===== src/rtl/ocp_slave_fsm_pkg.sv =====
// Shared encodings for the OCP simple slave: MCmd and SResp codes, FSM states,
// default sizes.
package ocp_slave_fsm_pkg;

  localparam int DEF_ADDR_WIDTH  = 32;
  localparam int DEF_DATA_WIDTH  = 32;
  localparam int DEF_DEPTH       = 16;
  localparam int DEF_ACCEPT_WAIT = 0;
  localparam int CNT_WIDTH       = 4;

  localparam logic [2:0] MCMD_IDLE = 3'b000;
  localparam logic [2:0] MCMD_WR   = 3'b001;
  localparam logic [2:0] MCMD_RD   = 3'b010;

  typedef enum logic [1:0] {
    SRESP_NULL = 2'b00,
    SRESP_DVA  = 2'b01,
    SRESP_FAIL = 2'b10,
    SRESP_ERR  = 2'b11
  } sresp_e;

  typedef enum logic [1:0] {
    ST_IDLE   = 2'b00,
    ST_WAIT   = 2'b01,
    ST_ACCEPT = 2'b10,
    ST_RESP   = 2'b11
  } state_e;

endpackage


===== src/rtl/ocp_slave_fsm_if.sv =====
// OCP request/response bundle between a master controller and the simple slave;
// EnableClk travels with the bus since the master owns the OCP clock enable.
interface ocp_slave_fsm_if
  import ocp_slave_fsm_pkg::*;
#(
  parameter int ADDR_WIDTH = DEF_ADDR_WIDTH,
  parameter int DATA_WIDTH = DEF_DATA_WIDTH
);

  logic                  EnableClk;
  logic [2:0]            MCmd;
  logic [ADDR_WIDTH-1:0] MAddr;
  logic [DATA_WIDTH-1:0] MData;
  logic                  MDataValid;
  logic                  SCmdAccept;
  logic                  SDataAccept;
  logic [1:0]            SResp;
  logic [DATA_WIDTH-1:0] SData;
  logic                  wr_err;

  modport master (
    output EnableClk, MCmd, MAddr, MData, MDataValid,
    input  SCmdAccept, SDataAccept, SResp, SData, wr_err
  );

  modport slave (
    input  EnableClk, MCmd, MAddr, MData, MDataValid,
    output SCmdAccept, SDataAccept, SResp, SData, wr_err
  );

endinterface


===== src/rtl/ocp_slave_regfile.sv =====
// DEPTH x DATA_WIDTH word store: one synchronous write port, one combinational
// read port, whole array cleared by synchronous reset.
module ocp_slave_regfile
  import ocp_slave_fsm_pkg::*;
#(
  parameter int DATA_WIDTH = DEF_DATA_WIDTH,
  parameter int DEPTH      = DEF_DEPTH,
  parameter int IDX_W      = $clog2(DEF_DEPTH)
) (
  input  logic                  clock,
  input  logic                  reset,
  input  logic                  we,
  input  logic [IDX_W-1:0]      widx,
  input  logic [DATA_WIDTH-1:0] wdata,
  input  logic [IDX_W-1:0]      ridx,
  output logic [DATA_WIDTH-1:0] rdata
);

  logic [DATA_WIDTH-1:0] mem_q [DEPTH];

  always_ff @(posedge clock) begin
    if (reset) begin
      for (int i = 0; i < DEPTH; i++) begin
        mem_q[i] <= '0;
      end
    end else if (we) begin
      mem_q[widx] <= wdata;
    end
  end

  assign rdata = mem_q[ridx];

endmodule


===== src/rtl/ocp_slave_fsm.sv =====
// OCP simple slave: accept after ACCEPT_WAIT wait states, read data one cycle after accept;
// EnableClk low freezes everything. Define OCP_SLAVE_ERR_EN to flag out-of-range addresses.
module ocp_slave_fsm
  import ocp_slave_fsm_pkg::*;
#(
  parameter int ADDR_WIDTH  = DEF_ADDR_WIDTH,
  parameter int DATA_WIDTH  = DEF_DATA_WIDTH,
  parameter int DEPTH       = DEF_DEPTH,
  parameter int ACCEPT_WAIT = DEF_ACCEPT_WAIT
) (
  input logic            clock,
  input logic            reset,
  ocp_slave_fsm_if.slave bus
);

  localparam int IDX_W  = $clog2(DEPTH);
  localparam int IDX_HI = (IDX_W + 1 < ADDR_WIDTH) ? IDX_W + 1 : ADDR_WIDTH - 1;
  localparam logic [CNT_WIDTH-1:0] WAIT_LOAD = CNT_WIDTH'(ACCEPT_WAIT);

  state_e                state_q, state_d;
  logic [2:0]            cmd_q, cmd_d;
  logic [CNT_WIDTH-1:0]  cnt_q, cnt_d;
  logic                  scmd_acc_q, scmd_acc_d;
  logic                  sdata_acc_q, sdata_acc_d;
  logic                  wr_err_q, wr_err_d;
  sresp_e                sresp_q, sresp_d;
  logic [DATA_WIDTH-1:0] sdata_q, sdata_d;

  logic [IDX_W-1:0]      idx;
  logic                  addr_oor;
  logic                  rf_we;
  logic [DATA_WIDTH-1:0] rf_rdata;

  assign idx = bus.MAddr[IDX_HI:2];

`ifdef OCP_SLAVE_ERR_EN
  assign addr_oor = |(bus.MAddr >> (IDX_W + 2));
`else
  assign addr_oor = 1'b0;
`endif

  // Store is written at the edge that closes the ACCEPT cycle, so a read issued
  // in the following IDLE cycle already sees the new word.
  assign rf_we = bus.EnableClk && (state_q == ST_ACCEPT) && (cmd_q == MCMD_WR) && !addr_oor;

  ocp_slave_regfile #(
    .DATA_WIDTH (DATA_WIDTH),
    .DEPTH      (DEPTH),
    .IDX_W      (IDX_W)
  ) u_regfile (
    .clock (clock),
    .reset (reset),
    .we    (rf_we),
    .widx  (idx),
    .wdata (bus.MData),
    .ridx  (idx),
    .rdata (rf_rdata)
  );

  always_ff @(posedge clock) begin
    if (reset) begin
      state_q     <= ST_IDLE;
      cmd_q       <= MCMD_IDLE;
      cnt_q       <= '0;
      scmd_acc_q  <= 1'b0;
      sdata_acc_q <= 1'b0;
      wr_err_q    <= 1'b0;
      sresp_q     <= SRESP_NULL;
      sdata_q     <= '0;
    end else if (bus.EnableClk) begin
      state_q     <= state_d;
      cmd_q       <= cmd_d;
      cnt_q       <= cnt_d;
      scmd_acc_q  <= scmd_acc_d;
      sdata_acc_q <= sdata_acc_d;
      wr_err_q    <= wr_err_d;
      sresp_q     <= sresp_d;
      sdata_q     <= sdata_d;
    end
  end

  // Wait states are counted on the next counter value so that ACCEPT lands in
  // cycle 1+ACCEPT_WAIT after the request first appears.
  always_comb begin
    state_d = state_q;
    cmd_d   = cmd_q;
    cnt_d   = cnt_q;
    case (state_q)
      ST_IDLE: begin
        if (bus.MCmd != MCMD_IDLE) begin
          cmd_d = bus.MCmd;
          cnt_d = WAIT_LOAD;
          if ((WAIT_LOAD == '0) && ((bus.MCmd != MCMD_WR) || bus.MDataValid)) begin
            state_d = ST_ACCEPT;
          end else begin
            state_d = ST_WAIT;
          end
        end
      end
      ST_WAIT: begin
        if (bus.MCmd == MCMD_IDLE) begin
          state_d = ST_IDLE;
          cnt_d   = '0;
        end else begin
          cnt_d = (cnt_q != '0) ? cnt_q - 1'b1 : '0;
          if ((cnt_d == '0) && ((cmd_q != MCMD_WR) || bus.MDataValid)) begin
            state_d = ST_ACCEPT;
          end
        end
      end
      ST_ACCEPT: state_d = (cmd_q == MCMD_WR) ? ST_IDLE : ST_RESP;
      ST_RESP:   state_d = ST_IDLE;
      default:   state_d = ST_IDLE;
    endcase
  end

  always_comb begin
    scmd_acc_d  = (state_d == ST_ACCEPT);
    sdata_acc_d = (state_d == ST_ACCEPT) && (cmd_d == MCMD_WR);
    wr_err_d    = sdata_acc_d && addr_oor;
    sresp_d     = SRESP_NULL;
    sdata_d     = '0;
    if (state_d == ST_RESP) begin
      if (cmd_d != MCMD_RD) begin
        sresp_d = SRESP_FAIL;
      end else if (addr_oor) begin
        sresp_d = SRESP_ERR;
      end else begin
        sresp_d = SRESP_DVA;
        sdata_d = rf_rdata;
      end
    end
  end

  assign bus.SCmdAccept  = scmd_acc_q;
  assign bus.SDataAccept = sdata_acc_q;
  assign bus.wr_err      = wr_err_q;
  assign bus.SResp       = sresp_q;
  assign bus.SData       = sdata_q;

endmodule


===== src/flat_wrapper.sv =====
// flat-port wrapper written by rule: the top's interface ports become plain ports
module ocp_slave_fsm_flat import ocp_slave_fsm_pkg::*;
#(
  parameter int ADDR_WIDTH  = DEF_ADDR_WIDTH,
  parameter int DATA_WIDTH  = DEF_DATA_WIDTH,
  parameter int DEPTH       = DEF_DEPTH,
  parameter int ACCEPT_WAIT = DEF_ACCEPT_WAIT
)
  (clock, reset, bus_EnableClk, bus_MCmd, bus_MAddr, bus_MData, bus_MDataValid, bus_SCmdAccept, bus_SDataAccept, bus_SResp, bus_SData, bus_wr_err);
  ocp_slave_fsm_if #(.ADDR_WIDTH(ADDR_WIDTH), .DATA_WIDTH(DATA_WIDTH)) bus_i ();
  input logic clock;
  input logic reset;
  input wire logic [$bits(bus_i.EnableClk)-1:0] bus_EnableClk;
  input wire logic [$bits(bus_i.MCmd)-1:0] bus_MCmd;
  input wire logic [$bits(bus_i.MAddr)-1:0] bus_MAddr;
  input wire logic [$bits(bus_i.MData)-1:0] bus_MData;
  input wire logic [$bits(bus_i.MDataValid)-1:0] bus_MDataValid;
  output wire logic [$bits(bus_i.SCmdAccept)-1:0] bus_SCmdAccept;
  output wire logic [$bits(bus_i.SDataAccept)-1:0] bus_SDataAccept;
  output wire logic [$bits(bus_i.SResp)-1:0] bus_SResp;
  output wire logic [$bits(bus_i.SData)-1:0] bus_SData;
  output wire logic [$bits(bus_i.wr_err)-1:0] bus_wr_err;
  assign bus_i.EnableClk = bus_EnableClk;
  assign bus_i.MCmd = bus_MCmd;
  assign bus_i.MAddr = bus_MAddr;
  assign bus_i.MData = bus_MData;
  assign bus_i.MDataValid = bus_MDataValid;
  assign bus_SCmdAccept = bus_i.SCmdAccept;
  assign bus_SDataAccept = bus_i.SDataAccept;
  assign bus_SResp = bus_i.SResp;
  assign bus_SData = bus_i.SData;
  assign bus_wr_err = bus_i.wr_err;
  ocp_slave_fsm #(.ADDR_WIDTH(ADDR_WIDTH), .DATA_WIDTH(DATA_WIDTH), .DEPTH(DEPTH), .ACCEPT_WAIT(ACCEPT_WAIT)) u_core (.clock(clock), .reset(reset), .bus(bus_i));
endmodule

===== config.mk =====
export PLATFORM = sky130hd
export DESIGN_NAME = ocp_slave_fsm_flat
export DESIGN_NICKNAME = d
export VERILOG_FILES = /design/src/rtl/ocp_slave_fsm_pkg.sv /design/src/rtl/ocp_slave_fsm_if.sv /design/src/rtl/ocp_slave_regfile.sv /design/src/rtl/ocp_slave_fsm.sv /design/src/flat_wrapper.sv
export SDC_FILE = /design/constraint.sdc
export NUM_CORES = 1
export LEC_CHECK = 0
export CAP_MARGIN = 20
export CELL_PAD_IN_SITES_DETAIL_PLACEMENT = 1
export CELL_PAD_IN_SITES_GLOBAL_PLACEMENT = 2
export CORE_MARGIN = 3
export CORE_UTILIZATION = 35
export CTS_BUF_LIST = sky130_fd_sc_hd__clkbuf_4 sky130_fd_sc_hd__clkbuf_8
export DETAILED_ROUTE_END_ITERATION = 8
export GPL_TIMING_DRIVEN = 0
export PLACE_DENSITY_LB_ADDON = 0.1
export SLEW_MARGIN = 20
export SYNTH_ARGS = -nofsm -noshare
export SYNTH_HDL_FRONTEND = slang
export SYNTH_SLANG_ARGS = --single-unit
export TNS_END_PERCENT = 30

===== constraint.sdc =====
create_clock -name clock -period 2.9 [get_ports clock]
set_input_delay 0.58 -clock clock [delete_from_list [all_inputs] [get_ports clock]]
set_output_delay 0.58 -clock clock [all_outputs]
set_load 0.02 [all_outputs]

======== Yosys cells after proc, flatten, opt, wreduce, memory -nomap -nowiden ========
Memories as Yosys holds them, arrays and structs flattened.
Index checks and enable logic that the tools add are counted.
word-level totals
  memories ................................ 1
  input bits .............................. 71
  word-level logic and storage cells ...... 58
  RAM bits ................................ 512
  output and inout port bits .............. 37
  register bits after elaboration ......... 45
memories
  memory                  words  width  read ports  clocked after memory_dff  write ports  RTL line                 RTL
  u_core.u_regfile.mem_q  16     32     1           0                         16           ocp_slave_regfile.sv:19  logic [DATA_WIDTH-1:0] mem_q [DEPTH];
operators by class
  equal/unequal tests ..................... 11
  mux-type cells .......................... 24
  reductions and logical operators ........ 14
  add/subtract/negate cells ............... 1
operators with widths
  kind                                                    count
  2-to-1 mux 32 bit                                       3
  OR reduction 32 bit                                     1
  2-to-1 mux 4 bit                                        4
  2-to-1 mux 2 bit                                        7
  == test 2 bit (second input constant)                   4
  case mux 2 bit (4 select lines)                         1
  case mux 4 bit (2 select lines)                         1
  == test 3 x 1 -> 1 bit (second input constant)          2
  2-to-1 mux 1 bit                                        6
  2-to-1 mux 3 bit                                        2
  inequality test 3 x 1 -> 1 bit (second input constant)  2
  logical AND 1 bit                                       4
  logical NOT 4 bit                                       1
  nonzero test 4 bit                                      1
  subtractor 4 x 1 -> 4 bit (second input constant)       1
  logical NOT 3 bit                                       1
  inequality test 3 x 2 -> 1 bit (second input constant)  1
  AND reduction 3 bit                                     1
  nonzero test 3 bit                                      1
  == test 2 x 1 -> 1 bit (second input constant)          1
  logical NOT 2 bit                                       1
  logical OR 1 bit                                        2
  inequality test 2 x 1 -> 1 bit (second input constant)  1
  nonzero test 2 bit                                      1

======== Longest topological paths before layout ========
Gate-level depths: netlist of run 1.
  word-level depth ........................ 9
  depth in mapped cells ................... 8
  mapped depth without buffers ............ 5

======== Modules after synthesis ========
A second synthesis of run 1 with hierarchy kept.
second synthesis, totals
  cells, all modules ...................... 1,652
  area total of the unflattened synthesis .. 25,051.5 µm²
modules (own cells, without submodules)
  module             instances  seq. area each (µm²)  cells each  area each (µm²)
  ocp_slave_regfile  1          15,374.7              1,416       22,853.2
  ocp_slave_fsm      1          900.9                 236         2,198.4

======== Worst setup path after synthesis of run 1 ========
OpenSTA, ideal clock, no wires.
  path type ............................... input -> register
  start ................................... in bus_MAddr[2]
  end ..................................... mem u_core.u_regfile.mem_q[15][0] (netlist name) (enable)
  setup slack ............................. 0.222 ns
  arrival time ............................ 2.303 ns
  setup time .............................. 0.375 ns
  buffers on the path ..................... 3
  required time ........................... 2.525 ns
  stages on the path ...................... 6
  path through ............................ buf_2 > buf_2 > buf_1 > nand3_1 > nor2_1 > or2_2
RTL lines
  what         RTL line                 RTL
  from (decl)  flat_wrapper.sv:15       input wire logic [$bits(bus_i.MAddr)-1:0] bus_MAddr;
  to (decl)    ocp_slave_regfile.sv:19

======== Worst setup path after layout of run 1 ========
  start ................................... in bus_MAddr[3]
  end ..................................... reg u_core.sdata_q[22], in the netlist u_core.bus.SData[22]
between the ends
  longest elaborated chain between the ends .. 3
RTL lines
  what                  RTL line              RTL
  memory (16 x 32 bit)  -
  2-to-1 mux 32 bit     ocp_slave_fsm.sv:124  if (cmd_d != MCMD_RD) begin
  2-to-1 mux 32 bit     ocp_slave_fsm.sv:123  if (state_d == ST_RESP) begin
  to (signal assigned)  ocp_slave_fsm.sv:78   sdata_q <= sdata_d;
  to (decl)             ocp_slave_fsm.sv:27   logic [DATA_WIDTH-1:0] sdata_q, sdata_d;
Every way passes these cells.
A chain may end at the register's enable or synchronous reset.

==> reports/metrics.cfg, run 1 <==
[status]
status=complete, but fails checks
violations=setup timing

[clocking]
path_clk_slew_ns=0.06
clk_latency_ns=0.69
cts_max_level=3
cts_hold_buf=0
cts_buffers=100
cts_root_buffer=clkbuf_8
clk_path_buf_depth=3
cts_sinks=557
cts_tree=yes

[placed_design]
place_hpwl_um=49100
port_buffers=76
dp_slack_ns=-1.07
gp_congestion=0.768
placed_area_mm2=0.0268

[detailed_routing]
routed_via_density=5.22
wl_met3_um=4700
drt_iter0_drc=1314
highest_layer=met4
drc=0
wl_met1_um=36500
finalWirelength_um=84800
dr_wl_met2_um=41500
vias=15000
dr.pass1.iters=5
post_drt_wl_per_cell_um=29.5
ant_nets=0

[floorplan]
start_util_pct=35.7
die_x_um=272
fp.dieH_um=272
coreArea_mm2=0.0693
io_pins=108
rows=96
die_area_mm2=0.0740

[pwr]
ir_worst_vdd_mv=0.300
p_leak_nw=10.8
powerDensity_mw_per_mm2=600

[global_route]
grt-ovfl-total=0
grt_antenna_before_repair=7
grt_pass1_wl_um=120000
grt.total_usage_pct=23.1
grt_max_degree=26
grt_pass1_vias=16000

[logic_synthesis]
synth_area_mm2=0.0248
yosysTopAreaCell=edfxtp_1
async_reset_ff_share_pct=0
seq_area_frac_synth_pct=65.7
syn_area_per_cell_um2=15.3
yosysWarnings=0
yosysUniqueCellTypes=46
synth_nets=1687
synth-seq-cells=557
synth_area_leaders=edfxtp_1 62%, and2_1 13%, mux4_2 12%
netlist_instances=1616
ys.flop_type=edfxtp_1
synth.top_cell.area_share_pct=62.1
synth_edf_count=512

[timing]
fin_ws_ns=-0.0150
fmax_mhz=343
fin_crit_sh_pct=101
fin_crit_ns=2.92
clock_skew_ns=0.0291
slew_headroom_pct=25.5
drv_slew=0
setup_viol_count_final=1
tightest_slew_ns=1.12
hold_violations=0

[hold_path]
holdPathEnd=u_core.bus.SResp[0]
hp-start=u_core.bus.SResp[0]
min_delay_path_depth=2
min_path_type=flop to flop

[final_layout]
multi_input_area_mm2=0.00805
nets=1932
final_layout_size_suffix_gt1_share_pct=24.0
n_fill_cell=7013
fin_area_mm2=0.0299
seq_area_mm2=0.0163
area_growth_syn_to_layout_pct=20.7

[worst_setup_path]
r2r_slack_ns=0.09
r2r_cells=6
crit_path_max_fanout=10
cp.required_ns=3.43
end_kind=flop
r2r_end=u_core.u_regfile.mem_q[6][9]
r2r_start=u_core.cmd_q[0]
cp.arrival_ns=3.44
path_class=input port to flop
start_kind=input port

[run]
maxCapViolations=0

## layer usage
layer  GRT usage, %  up-vias
li1               -     6511
met1           31.1     7901
met2           38.9      488
met3           3.76      123
met4           6.24        0
met5              0        -
## where the power goes
part	internal (W)	total [W]	switching (W)
combinational	0.000541	0.00138	0.000837
sequential	0.00899	0.00906	0.0000709
clock	0.00414	0.00749	0.00336
## metrics by stage
| stage | hold WS (ns) | total power [W] | utilization (%) | cells | TNS, ns |
|---|---|---|---|---|---|
| finish | 0.473 | 0.0179 | 43.1 | 2878 | -0.0150 |
| global placement | 0.464 | 0.0104 | 38.5 | 2623 | -944.65 |
| detailed placement | 0.466 | 0.0105 | 38.6 | 2625 | -765.36 |
| floorplan | 0.466 | 0.00987 | - | 1616 | 0 |
| CTS | 0.477 | 0.0181 | 42.8 | 2857 | -15.04 |
| global route | 0.501 | 0.0185 | 43.1 | 2873 | -0.320 |
## cells by family (layout without fill, tap and decap cells)
group / after synthesis / count (layout) / share of synthesized area, %
AO/OA/AOI/OAI: 128 / 128 / 4.32
other: 1 / 8 / 0.0151
buffers and inverters: 177 / 486 / 2.87
flip-flops: 557 / 557 / 65.7
AND/OR/NAND/NOR: 625 / 640 / 15.4
multiplexers: 128 / 128 / 11.6
## how the worst max path moves through the flow
stage | depth (start not counted) | start | slack, ns | end
2_1_floorplan | 6 | bus_MAddr[2] | 0.22 | u_core.u_regfile.mem_q[15][0]
3_3_place_gp | 5 | bus_MAddr[3] | -1.46 | u_core.u_regfile.mem_q[2][18]
3_5_place_dp | 6 | bus_MAddr[2] | -1.07 | u_core.u_regfile.mem_q[15][19]
4_1_cts | 5 | u_core.cmd_q[0] | -0.15 | u_core.u_regfile.mem_q[3][23]
5_1_grt | 8 | u_core.cmd_q[0] | -0.03 | u_core.u_regfile.mem_q[2][26]
6_report | 7 | bus_MAddr[3] | -0.02 | u_core.bus.SData[22]
## placed cells by master, fill, tap and decap left out, types with 14 or more instances in the layout
| master | instances |
|---|---|
| a22o_1 | 65 |
| and2_1 | 514 |
| buf_12 | 32 |
| buf_2 | 14 |
| buf_4 | 19 |
| clkbuf_1 | 75 |
| clkbuf_2 | 42 |
| clkbuf_4 | 40 |
| clkbuf_8 | 108 |
| clkdlybuf4s50_1 | 76 |
| clkinv_1 | 17 |
| clkinv_2 | 14 |
| dfxtp_1 | 45 |
| edfxtp_1 | 512 |
| inv_1 | 33 |
| mux4_2 | 128 |
| nor2_1 | 45 |
| o32ai_1 | 32 |
| or2_4 | 31 |
## synth_stat cells (all sizes together), types with 8 or more instances
cell / n
a22o: 65
and2: 514
buf: 20
clkbuf: 124
dfxtp: 45
edfxtp: 512
inv: 33
mux4: 128
nor2: 57
o21ai: 8
o32ai: 32
or2: 16
## final cells by class
| cell class | instances | area share [%] |
|---|---|---|
| diodes | 7 | 0.0586 |
| clock buffers | 143 | 5.85 |
| plain buffers | 144 | 2.22 |
| well taps | 931 | 3.90 |
| inverters | 33 | 0.415 |
| multi-input cells | 897 | 27.0 |
| clock inverters | 38 | 0.850 |
| repair buffers | 128 | 5.27 |
| flip-flops and latches | 557 | 54.5 |
## sequential cells by signal, summed over array words and instances (netlist names)
name,count
u_core.bus.SResp,2
u_core.bus.SCmdAccept,1
u_core.bus.SData,32
u_core.cmd_q,3
u_core.u_regfile.mem_q,512
u_core.state_q,2
u_core.cnt_q,4
u_core.bus.SDataAccept,1
## timing repair
item / 4_1_cts / 5_1_grt
gates resized for setup: 84 / 18
gates cloned: 15 / 0
buffers inserted: 36 / 14
endpoints found under the setup margin: 992 / 886
pin swaps: 4 / 4
hold endpoints to repair: 0 / 0
## worst max-delay path: stages
cell,delay (ns)
clkbuf_1,0.37
clkbuf_1,0.49
clkbuf_1,0.81
mux4_2,0.44
a22o_1,0.20
nor2_1,0.38
o32ai_1,0.14
Power figures use the tool's default switching activity.
==> inputs of run 2 (changes only) <==
- CORE_UTILIZATION: 35 -> 30
==> reports/metrics.cfg, run 2 (same netlist as run 1, synthesis figures left out) <==
[placed_design]
place_hpwl_um=52600
gp_congestion=0.732
placed_area_mm2=0.0270
port_buffers=76

[final_layout]
mostFrequentLayoutCell=and2_1
multi_input_area_mm2=0.00798
area_growth_syn_to_layout_pct=19.6
post-route-util_pct=36.5
nets=1904
largest_reg_flops=512
final_layout_size_suffix_gt1_share_pct=23.2
fin_area_mm2=0.0296
seq_area_mm2=0.0163
n_fill_cell=8370
final_cell_mix=514 x and2_1, 512 x edfxtp_1, 128 x mux4_2
regMostFlops=u_core.u_regfile.mem_q

[clocking]
cts_root_buffer=clkbuf_8
cts_sinks=557
clk_latency_ns=0.70
path_clk_slew_ns=0.06
cts_tree=yes
cts_buffers=104
clk_path_buf_depth=3
cts_hold_buf=0
cts_max_level=3

[worst_setup_path]
slowest_delay_ns=0.85
path_class=input port to flop
end_kind=flop
cp.required_ns=3.24
path_buf_inv=2
start_kind=input port
cp.arrival_ns=3.31
path_cells=clkbuf_1 -> clkbuf_1 -> nand3_1 -> nor2_2 -> or2_4
crit_top_cell=clkbuf_1
slowest_stage=clkbuf_1
path_delay_family=simple AND/OR/NAND/NOR gates
crit_path_max_fanout=16

[timing]
fin_ws_ns=-0.0742
hold_violations=0
setup_viol_count_final=99
fin_crit_sh_pct=103
clock_skew_ns=0.0251
slew_headroom_pct=27.6
fin_crit_ns=2.97
rsz0062_at_grt=true
fmax_mhz=336
drv_slew=0
tightest_slew_ns=1.09

[floorplan]
rows=104
coreArea_mm2=0.0812
io_pins=108
die_area_mm2=0.0860
die_x_um=293
start_util_pct=30.5
fp.dieH_um=293

[global_route]
grt.total_usage_pct=20.8
grt_max_degree=20
grt_pass1_vias=16100
grt-ovfl-total=0
grt_antenna_before_repair=6
grt_pass1_wl_um=124000

[pwr]
ir_worst_vdd_mv=0.278
total_power_w=0.0179
p_leak_nw=10.6
powerDensity_mw_per_mm2=605

[detailed_routing]
routed_via_density=4.99
dr.pass1.iters=5
wl_met3_um=4100
drc=0
vias=14900
wl_met1_um=38800
drt_iter0_drc=1091
highest_layer=met4
finalWirelength_um=88800
dr_wl_met2_um=43300
post_drt_wl_per_cell_um=29.7
ant_nets=0

[status]
status=complete, but fails checks
violations=setup timing

[run]
maxCapViolations=0

[hold_path]
min_path_type=flop to flop

-- run 2: cell count changes in the layout (fill, tap and decap cells not counted), moves of 9 or more --
cell,change
buf_4,-14
clkinv_1,+9
buf_12,-12
clkbuf_2,+9
-- run 2: path summary, 6_finish.rpt --
check,start,endpoint,slack (ns),cells after the start
worst max-delay path,bus_MAddr[3],u_core.u_regfile.mem_q[7][6],-0.07,5
worst min-delay path,u_core.bus.SData[1],u_core.bus.SData[1],0.47,2
worst max register to register,u_core.cmd_q[2],u_core.u_regfile.mem_q[6][19],0.05,6
worst min register to register,u_core.bus.SData[1],u_core.bus.SData[1],0.47,2
-- run 2: layout make-up --
class	count	share of cell area, %
antenna	5	0.0423
buffer	142	2.19
clock buffer	153	6.10
clock inverter	40	0.723
inverter	33	0.418
multi-input combinational	893	26.9
sequential	557	55.0
tap	1060	4.48
timing repair buffer	102	4.10
-- run 2: through the flow --
step	TNS (ns)	worst slack, ns	hold slack, ns	cells
floorplan	0	0.222	0.466	1616
global placement	-1123.53	-1.72	0.463	2752
global route	-4.36	-0.0781	0.496	2981
finish	-3.41	-0.0742	0.474	2985
detailed placement	-905.53	-1.41	0.467	2757
CTS	0	0.00178	0.476	2972
-- run 2: report_power, final --
| group | switching, W | internal (W) | total [W] |
|---|---|---|---|
| Clock | 0.00345 | 0.00407 | 0.00752 |
| Sequential | 0.0000702 | 0.00899 | 0.00906 |
| Combinational | 0.000842 | 0.000496 | 0.00134 |
| Total | 0.00436 | 0.0136 | 0.0179 |
-- run 2: what timing repair did --
| action | CTS | global route |
|---|---|---|
| pin swaps | 4 | 0 |
| buffers inserted | 13 | 7 |
| cloned | 11 | 0 |
| setup endpoints to repair | 995 | 441 |
| resized for setup | 67 | 32 |
-- run 2: layer usage --
layer / global-route usage (%) / up-vias
li1: - / 6473
met2: 35.0 / 436
met5: 0 / -
met4: 6.94 / 0
met3: 3.27 / 132
met1: 27.5 / 7846
-- run 2: worst register-to-register path, stage by stage, from the launching register on --
cell and delay [ns]:
dfxtp_1 0.33, or3b_4 0.44, nor4b_4 0.29, buf_6 0.17, nand3b_1 0.26, nor2_2 0.50, or2_4 0.49
==> inputs of run 3 (changes only) <==
- REMOVE_ABC_BUFFERS: not set -> 1
- SLEW_MARGIN: 20 -> 40
- SYNTH_HIERARCHICAL: not set -> 1
==> reports/metrics.cfg, run 3 <==
[status]
status=finished clean

[pwr]
powerDensity_mw_per_mm2=582
ir_worst_vdd_mv=0.276
p_leak_nw=11.4

[placed_design]
placed_area_mm2=0.0279
port_buffers=78
place_hpwl_um=47100
gp_congestion=0.669

[hold_path]
min_path_type=flop to flop

[worst_setup_path]
crit_top_cell=buf_16
start_kind=flop
r2r_start=u_core/state_q[0]
slowest_stage=or4b_4
worstSetupEndpoint=u_core/u_regfile/mem_q[1][3]
critPathLaunch=u_core/state_q[0]
r2r_cells=9
r2r_slack_ns=0.05
slowest_delay_ns=0.59
r2r_end=u_core/u_regfile/mem_q[1][3]
path_cells=nand2b_4 -> nor4b_4 -> or4b_4 -> buf_4 -> nor2_4 -> buf_16 -> buf_16 -> or2_4 -> buf_12
path_class=flop to flop
crit_path_max_fanout=13
cp.required_ns=3.29
cp.arrival_ns=3.24
end_kind=flop

[detailed_routing]
ant_nets=0
drc=0
dr.pass1.iters=5
post_drt_wl_per_cell_um=28.7
vias=15000
drt_iter0_drc=1029
finalWirelength_um=86000
routed_via_density=5.01

[final_layout]
area_growth_syn_to_layout_pct=24.0
final_cell_mix=513 x and2_1, 512 x edfxtp_1, 128 x mux4_2
fin_area_mm2=0.0311
largest_reg_flops=512
regMostFlops=u_core/u_regfile/mem_q
post-route-util_pct=37.7
mostFrequentLayoutCell=and2_1
final_layout_size_suffix_gt1_share_pct=27.0
nets=1904

[timing]
slew_headroom_pct=56.8
fmax_mhz=351
rsz0062_at_grt=false
setup_viol_count_final=0
hold_violations=0
drv_slew=0
fin_crit_sh_pct=98.2
fin_crit_ns=2.85
clock_skew_ns=0.0211
setup_tns_ns=0
worst_hold_slack_ns=0.453
tightest_slew_ns=0.648

[clocking]
path_clk_slew_ns=0.05
cts_hold_buf=0
cts_buffers=104
cts_tree=yes
cts_max_level=3
clk_path_buf_depth=3
clk_latency_ns=0.70
cts_root_buffer=clkbuf_8
cts_sinks=557

[logic_synthesis]
async_reset_ff_share_pct=0
synth.top_cell.area_share_pct=61.4
synth.most_common_cell=and2_1
synth_edf_count=512
synthAdderAreaFrac_pct=0.0499
yosysUniqueCellTypes=46
yosysTopAreaCell=edfxtp_1
synth_top_family_by_area=simple AND/OR/NAND/NOR gates
ys.flop_type=edfxtp_1
synth-seq-cells=557
synthXorXnorAreaFrac_pct=0
synth_area_leaders=edfxtp_1 61%, and2_1 13%, mux4_2 12%
yosys.area_share.simple_pct=15.8
synth_common_cells=514 x and2_1, 512 x edfxtp_1, 128 x mux4_2, 97 x clkbuf_1, 74 x nand2_1
synth_compound_area_share_pct=4.75
netlist_instances=1652
seq_area_frac_synth_pct=65.0
yosysWarnings=6
synth_area_mm2=0.0251
syn_area_per_cell_um2=15.2
muxShareOfSynthArea_pct=11.5

[global_route]
grt_pass1_vias=16200
grt_pass1_wl_um=122000
grt.total_usage_pct=19.9
grt_antenna_before_repair=8
grt_max_degree=54
grt-ovfl-total=0

[floorplan]
start_util_pct=30.4
io_pins=108
coreArea_mm2=0.0824
die_area_mm2=0.0870
die_x_um=295
rows=105
fp.dieH_um=295

[run]
maxCapViolations=0

==> run 3: cell count changes after synthesis, moves of 3 or more <==
cell and change:
buf_2 +20, clkbuf_1 -27, nor2_1 -35, nand2_1 +70
nor2_2 +3, a22oi_1 +62, o32ai_1 -32, o21ai_0 -3
a22o_1 -65, o41ai_2 +29, o31ai_1 +3, buf_1 +3
==> run 3: layout make-up <==
class                      count  area [um^2]
fill                        8250        51300
sequential                   557        16300
multi-input combinational    935         8410
timing repair buffer         199         2850
clock buffer                 159         1890
tap                         1070         1340
clock inverter                35          155
inverter                      35          131
antenna                        4         10.0
==> run 3: worst max-delay path, delay by kind of cell, from the launching register on <==
| family | cells | cell delay (ns) |
|---|---|---|
| flops | 1 | 0.37 |
| simple gates | 5 | 1.44 |
| buf+inv | 4 | 0.68 |
==> run 3: kinds of logic (layout without fill, tap and decap cells) <==
logic type / after synthesis / after routing
fa+ha+maj: 1 / 1
other cells: 1 / 5
compound gates: 126 / 126
mux: 128 / 128
simple gates: 663 / 679
flops: 557 / 557
buf+inv: 176 / 428
==> run 3: what timing repair did <==
item | 4_1_cts | 5_1_grt
setup endpoints to repair | 941 | 173
buffers inserted | 47 | 14
pin swaps | 13 | 1
gates resized for setup | 23 | 1
cloned | 16 | 0
==> run 3: per-stage QoR <==
stage	power [W]	cells	worst slack [ns]
detailed placement	0.0105	2719	-1.99
global placement	0.0106	2659	-15.19
finish	0.0181	2994	0.0510
CTS	0.0183	2976	0.00179
global route	0.0188	2991	0.00187
floorplan	0.00975	1511	-0.0754
==> run 3: routing by layer <==
layer  vias to the layer above  routed length, um  part of all wire [%]  global-route usage [%]
met2                       394              41400                    48                    33.0
met4                         0               1630                   1.9                    5.15
met1                      8011              39100                    45                    27.6
met5                         -                  0                     0                       0
li1                       6486                  -                     -                       -
met3                       109               3970                   4.6                    2.74
==> run 3: worst min-delay path by stage <==
stage                               from  cells after the start  slack, ns                   end
CTS                 u_core/bus.SData[22]                      2       0.46  u_core/bus.SData[22]
global placement    u_core/bus.SData[18]                      2       0.44  u_core/bus.SData[18]
global route        u_core/bus.SData[27]                      2       0.49  u_core/bus.SData[27]
detailed placement  u_core/bus.SData[17]                      2       0.44  u_core/bus.SData[17]
floorplan                u_core/cnt_q[2]                      2       0.46       u_core/cnt_q[2]
finish              u_core/bus.SData[22]                      2       0.45  u_core/bus.SData[22]
==> run 3: power breakdown <==
group          leakage [nW]  switching, W  internal (W)
sequential             5.66     0.0000738       0.00899
combinational          4.62      0.000872      0.000563
clock                  1.10       0.00343       0.00414
total                  11.4       0.00438        0.0137
